### src/rtl/instruction_loader.sv
// Byte-stream instruction loader: packs 4 bytes per word and writes them to sequential addresses.
// Optional running checksum of written words is enabled by defining LOADER_CHECKSUM_EN.
module instruction_loader #(
    parameter int ADDR_W     = 10,
    parameter int BIG_ENDIAN = 1
) (
    input  logic              clk,
    input  logic              rst,
    input  logic              start,
    input  logic [ADDR_W:0]   len,
    input  logic [7:0]        in_data,
    input  logic              in_valid,
    output logic              in_ready,
    output logic [ADDR_W-1:0] a,
    output logic [31:0]       d,
    output logic              we,
    output logic              busy,
    output logic              done,
    output logic [31:0]       checksum,
    output logic [1:0]        dbg_state
);

    // Handshake: a byte moves on a rising edge where in_valid && in_ready; in_ready depends only on state.
    localparam logic [1:0] S_IDLE    = 2'd0;
    localparam logic [1:0] S_COLLECT = 2'd1;
    localparam logic [1:0] S_WRITE   = 2'd2;
    localparam logic [1:0] S_DONE    = 2'd3;

    localparam logic [ADDR_W:0]   MAX_WORDS = {1'b1, {ADDR_W{1'b0}}};
    localparam logic [ADDR_W:0]   CNT_ONE   = (ADDR_W+1)'(1);
    localparam logic [ADDR_W-1:0] IDX_ONE   = ADDR_W'(1);

    logic [1:0]        r_state;
    logic [ADDR_W:0]   r_words_left;
    logic [ADDR_W-1:0] r_idx;
    logic [ADDR_W-1:0] r_a;
    logic [1:0]        r_byte_cnt;
    logic [31:0]       r_asm;
    logic [31:0]       r_d;

    logic              w_xfer;
    logic              w_start_ok;
    logic              w_last_word;
    logic [ADDR_W:0]   w_len_eff;
    logic [31:0]       w_asm_next;

    assign w_xfer      = (r_state == S_COLLECT) && in_valid;
    assign w_start_ok  = start && ((r_state == S_IDLE) || (r_state == S_DONE));
    assign w_len_eff   = (len > MAX_WORDS) ? MAX_WORDS : len;
    assign w_last_word = (r_words_left == CNT_ONE);
    assign w_asm_next  = (BIG_ENDIAN != 0) ? {r_asm[23:0], in_data} : {in_data, r_asm[31:8]};

    always_ff @(posedge clk or posedge rst) begin
        if (rst) begin
            r_state      <= S_IDLE;
            r_words_left <= '0;
            r_idx        <= '0;
            r_a          <= '0;
            r_byte_cnt   <= '0;
            r_asm        <= '0;
            r_d          <= '0;
        end else begin
            case (r_state)
                S_IDLE, S_DONE: begin
                    if (start) begin
                        r_words_left <= w_len_eff;
                        r_idx        <= '0;
                        r_byte_cnt   <= '0;
                        r_asm        <= '0;
                        r_state      <= (w_len_eff == '0) ? S_DONE : S_COLLECT;
                    end
                end
                S_COLLECT: begin
                    if (w_xfer) begin
                        r_asm      <= w_asm_next;
                        r_byte_cnt <= r_byte_cnt + 2'd1;
                        if (r_byte_cnt == 2'd3) begin
                            r_a     <= r_idx;
                            r_d     <= w_asm_next;
                            r_state <= S_WRITE;
                        end
                    end
                end
                S_WRITE: begin
                    // Index only advances when another word follows, so a full-depth load never wraps it.
                    if (w_last_word) begin
                        r_state <= S_DONE;
                    end else begin
                        r_words_left <= r_words_left - CNT_ONE;
                        r_idx        <= r_idx + IDX_ONE;
                        r_state      <= S_COLLECT;
                    end
                end
                default: r_state <= S_IDLE;
            endcase
        end
    end

    assign in_ready  = (r_state == S_COLLECT);
    assign we        = (r_state == S_WRITE);
    assign busy      = (r_state == S_COLLECT) || (r_state == S_WRITE);
    assign done      = (r_state == S_DONE);
    assign a         = r_a;
    assign d         = r_d;
    assign dbg_state = r_state;

`ifdef LOADER_CHECKSUM_EN
    logic [31:0] r_checksum;

    always_ff @(posedge clk or posedge rst) begin
        if (rst) begin
            r_checksum <= '0;
        end else if (w_start_ok) begin
            r_checksum <= '0;
        end else if (r_state == S_WRITE) begin
            r_checksum <= r_checksum + r_d;
        end
    end

    assign checksum = r_checksum;
`else
    assign checksum = '0;
`endif

endmodule

### config.mk
export PLATFORM = sky130hd
export DESIGN_NAME = instruction_loader
export DESIGN_NICKNAME = d
export VERILOG_FILES = /design/src/rtl/instruction_loader.sv
export SDC_FILE = /design/constraint.sdc
export NUM_CORES = 1
export LEC_CHECK = 0
export ABC_AREA = 1
export BUFFER_PORTS_ARGS = -buffer_cell sky130_fd_sc_hd__buf_2
export CAP_MARGIN = 30
export CORE_ASPECT_RATIO = 0.5
export CORE_MARGIN = 2
export CORE_UTILIZATION = 61
export CTS_BUF_LIST = sky130_fd_sc_hd__clkbuf_4 sky130_fd_sc_hd__clkbuf_8
export DETAILED_ROUTE_END_ITERATION = 7
export GPL_ROUTABILITY_DRIVEN = 0
export GPL_TIMING_DRIVEN = 0
export PLACE_DENSITY = 0.86
export SYNTH_ARGS = -nofsm -noshare
export SYNTH_HDL_FRONTEND = slang
export SYNTH_SLANG_ARGS = --single-unit
export TNS_END_PERCENT = 30
### constraint.sdc
create_clock -name clk -period 5 [get_ports clk]
set_input_delay 0.5 -clock clk [delete_from_list [all_inputs] [get_ports clk]]
set_output_delay 0.5 -clock clk [all_outputs]
set_load 0.02 [all_outputs]
======== Word-level counts from Yosys, hierarchy flattened ========
Index checks and enable logic that the tools add are counted.
storage, ports and cells
  input bits .............................. 23
  output and inout port bits .............. 80
  register bits after elaboration ......... 91
  word-level logic and storage cells ...... 50
operators by class
  muxes and demuxes ....................... 19
  reductions and logical operators ........ 11
  magnitude comparators ................... 1
  equal/unequal tests ..................... 9
  add/subtract/negate cells ............... 3
operators with widths
  kind                   number
  $mux 24                2
  $pmux 24 s2            1
  $mux 11                3
  $pmux 11 s2            1
  $mux 10                2
  $pmux 10 s2            1
  $mux 2                 7
  $reduce_and 3->1       4
  $eq 11x1->1 const B    1
  $gt 11x11->1 const B   1
  $logic_not 11->1       1
  $sub 11x1->11 const B  1
  $add 10x1->10 const B  1
  $eq 2x2->1 const B     3
  $pmux 2 s3             1
  $ne 2x1->1 const B     2
  $ne 2x2->1 const B     2
  $pmux 2 s2             1
  $reduce_bool 2->1      2
  $add 2x1->2 const B    1
  $eq 2x1->1 const B     1
  $logic_not 2->1        1
  $reduce_or 2->1        1
  $logic_and 1x1->1      1
  $logic_or 1x1->1       1

======== Longest topological paths before layout ========
  depth in word-level cells ............... 6
  gate-level depth with buffers ........... 11
  mapped depth without buffers ............ 10

======== Least setup slack after synthesis ========
OpenSTA, ideal clock, no wires.
  path type ............................... flip-flop to flip-flop
  from .................................... register r_state[0] (netlist: dbg_state[0])
  to ...................................... register r_asm[0]
  setup time .............................. 0.126 ns
  period minus slack after synthesis ...... 1.852 ns
  stages on the path, launching flop included .. 10
  data required time ...................... 4.874 ns
  path buffers ............................ 2
  arrival time ............................ 1.726 ns
  slack ................................... 3.148 ns
  path through ............................ dfrtp_1 inv_1 ha_1 inv_2 or2_0 buf_6 nand2_4 nor2_4 buf_6 o22ai_2
between the ends
  cells in the longest elaborated chain, start to end .. 4
  elaborated cells on any way between the ends .. 10
  those cells by class .................... eq/ne: 4; mux: 1; reduce/logical: 5
RTL lines
  item                                                  RTL line  text
  from (decl)                                           33        logic [1:0] r_state;
  from (signal assigned)                                70        r_state <= (w_len_eff == '0) ? S_DONE : S_COLLECT;
  $eq 2x2->1 (tied with other cells)                    63        case (r_state)
  $reduce_or 2->1 or $logic_and 1x1->1 (tied branches)  63, 47
  $ne 2x2->1 (no source line) (tied with other cells)   --
  $reduce_and 3->1 (no source line)                     --
  to (signal assigned)                                  75        r_asm <= w_asm_next;
  to (decl)                                             38        logic [31:0] r_asm;
Parallel ways exist; a longest one is shown, timed or not.
A chain may end at the register's enable or synchronous reset.

======== Worst setup path in the final report ========
  from .................................... register r_state[0] (netlist: dbg_state[0])
  to ...................................... output busy
between the ends
  cells in the longest elaborated chain, start to end .. 2
  elaborated cells on any way between the ends .. 3
  those cells by class .................... eq/ne: 2; reduce/logical: 1
RTL lines
  item                                      RTL line  text
  $eq 2x1->1 or $eq 2x2->1 (tied branches)  101       assign busy = (r_state == S_COLLECT) || (r_state == S_WRITE);
  $logic_or 1x1->1 (*)                      101
  to (decl)                                 17        output logic busy,
Mark *: on every way between the ends. The rest lies on a longest branch, timed or not.

==> results.json <==
{
  "status": "finished clean",
  "die-area_mm2": 0.00832,
  "drive_gt1_share_pct": 28.8,
  "ys_types": 32,
  "placed_cell_area_mm2": 0.00523,
  "first_global_vias": 3507,
  "grt_setup_unrepaired": "no",
  "grt_start_max_net_pins": 54,
  "crit_type": "flip-flop to primary output",
  "end_kind": "primary output",
  "total_power_mw": 2.88,
  "initialDrtViolationCount": 228,
  "relSlewSlack_pct": 64.4,
  "cts_root_buf": "clkbuf_8",
  "seq_area_frac_synth_pct": 49.3,
  "cts.path.max_buffers": 2,
  "post_cts_buffers": 0,
  "cellLeakagePower_nw": 2.85,
  "min_period_ns": 1.93,
  "place_inst": 718,
  "synth_edf_count": 0,
  "critPathCapture": "busy",
  "ant_nets": 0,
  "worst-slew-pin-transition_ns": 0.534,
  "clkSinkCount": 91,
  "drv_slew": 0,
  "die_h_um": 65.5,
  "cts_hold_repair.buffers": 0,
  "cts_tree": "yes",
  "synth.avg_cell_area_um2": 8.87,
  "synth.most_common_cell": "nand2_1",
  "required_ns": 4.50,
  "grt_first_pass_wirelength_um": 16500,
  "finish.instance_area_mm2": 0.00545,
  "powerDensity_mw_per_mm2": 529,
  "crit_path_max_fanout": 6,
  "ctsResizeCount": 0,
  "reg2reg_to": "a[6]",
  "reg2reg_slack_ns": 3.14,
  "setup-violations-final": 0,
  "r2r-start": "dbg_state[1]",
  "grt_use_total_pct": 25.8,
  "io_buffers": 70,
  "coreArea_mm2": 0.00732,
  "final_cells": 734,
  "n_antenna_cell": 0,
  "fin_tns_setup_ns": 0,
  "ys_seq_elements": 91,
  "area_growth_pct": 18.2,
  "netlist_instances": 520,
  "crit_arrival_ns": 1.43,
  "rows": 22,
  "fmax_mhz": 518,
  "nets": 664,
  "hold_class": "primary input to async pin",
  "yosys-top-cells-area": "dfrtp_1 49%, nand2_1 10%, o21ai_0 5.7%",
  "via_per_inst": 5.08,
  "fin_worst_skew_ns": 0.00977,
  "crit_start": "dbg_state[0]",
  "crit_path_start_kind": "flip-flop",
  "dr_total_vias": 3728,
  "post-route-drc-count": 0,
  "die_w_um": 127,
  "path_clk_slew_ns": 0.09,
  "synth_area_mm2": 0.00461,
  "fillers": 598,
  "synth_ff_type": "dfrtp_1",
  "synth_warnings": 0,
  "finalWirelength_um": 9840,
  "clock_latency_ns": 0.37,
  "h-tree-depth": 3,
  "wl_per_cell_um": 13.4,
  "maxCapViolations": 0,
  "antenna_found_initial": 0,
  "yosys.area.top_type": "dfrtp_1",
  "dp_hpwl_um": 7040,
  "synth_commonest_cells": "129 x nand2_1, 91 x dfrtp_1, 58 x inv_1",
  "rr_worst_depth": 8,
  "start_util_pct": 63.0,
  "peakVddDrop_v": 0.000232,
  "io_pins": 103,
  "firstDrtPassIters": 5,
  "finalHoldViolCount": 0,
  "grt_remaining_overflow": 0,
  "period_share_pct": 38.6,
  "yosysTopAreaCellShare_pct": 49.3,
  "cts_made_buffers": 9,
  "async_flop_share_pct": 100
}
==> stage by stage <==
| stage | hold slack [ns] | util (%) | worst slack (ns) |
|---|---|---|---|
| 5_1_grt | 0.185 | 74.5 | 2.95 |
| 3_5_place_dp | 0.468 | 71.4 | 3.14 |
| 3_3_place_gp | 0.463 | 71.0 | 1.14 |
| 4_1_cts | 0.164 | 74.5 | 3.04 |
| 6_report | 0.166 | 74.5 | 3.07 |
| 2_1_floorplan | 0.451 | - | 2.14 |
==> cell families (layout without fill, tap and decap cells) <==
family / Yosys count / after routing / share of synthesized area [%]
other: 1 / 32 / 0.0813
xor gates and xnor gates: 4 / 4 / 0.759
and+or+nand+nor: 213 / 213 / 20.7
DFF: 91 / 91 / 49.3
buffers and inverters: 114 / 201 / 13.3
adders and majority gates: 8 / 8 / 2.17
AOI/OAI and AO/OA: 89 / 89 / 13.6
==> area by class of cell <==
class	count	area, um2	area share (%)
clock inverters	4	75.1	1.38
repair buffers	71	378	6.93
clock buffers	12	146	2.68
well taps	96	120	2.20
flip-flops and latches	91	2280	41.8
inverters	61	231	4.25
multi-input cells	346	1840	33.7
plain buffers	53	387	7.09
==> registers in the layout, indices dropped and copies added, names as in the netlist <==
register / count
r_idx: 10
dbg_state: 2
a: 10
r_byte_cnt: 2
r_asm: 24
r_words_left: 11
d: 32
==> where the power goes <==
group          leakage [nW]  internal (mW)  switching (mW)  total (mW)
Sequential             1.24          0.903           0.105        1.01
Combinational          1.50          0.465           0.859        1.32
Clock                 0.107          0.298           0.254       0.552
Total                  2.85           1.67            1.22        2.88
==> worst max-delay path: stages, from the launching register on <==
cell     delay, ns
dfrtp_1       0.44
inv_1         0.06
ha_1          0.33
inv_2         0.07
buf_2         0.16
==> per-layer routing <==
layer	track usage (%)	up-vias	wire, um
met1	33.0	1751	4380
met2	42.8	146	4590
met5	0	-	0
met3	8.63	14	724
met4	7.14	0	155
li1	-	1817	-
==> placed cells by master, fill, tap and decap left out, drive strengths merged <==
cell	instances
conb	32
nor3	4
bufinv	2
nand3	34
o21bai	1
clkinvlp	2
nand3b	3
clkbuf	18
ha	8
buf	118
xor2	4
nand2	133
nand4	2
dfrtp	91
o22ai	24
inv	61
o21ai	61
a21oi	3
nor2	34
or2	3
==> how the worst min path moves through the flow <==
stage / from / end / slack [ns]
after floorplan: r_byte_cnt[0] / r_byte_cnt[0] / 0.45
after global routing: rst / r_idx[3] / 0.19
after CTS: rst / r_words_left[7] / 0.16
after detailed placement: a[7] / a[7] / 0.47
after global placement: d[2] / d[2] / 0.46
final: rst / r_words_left[7] / 0.17
(Power assumes the default switching activity.)
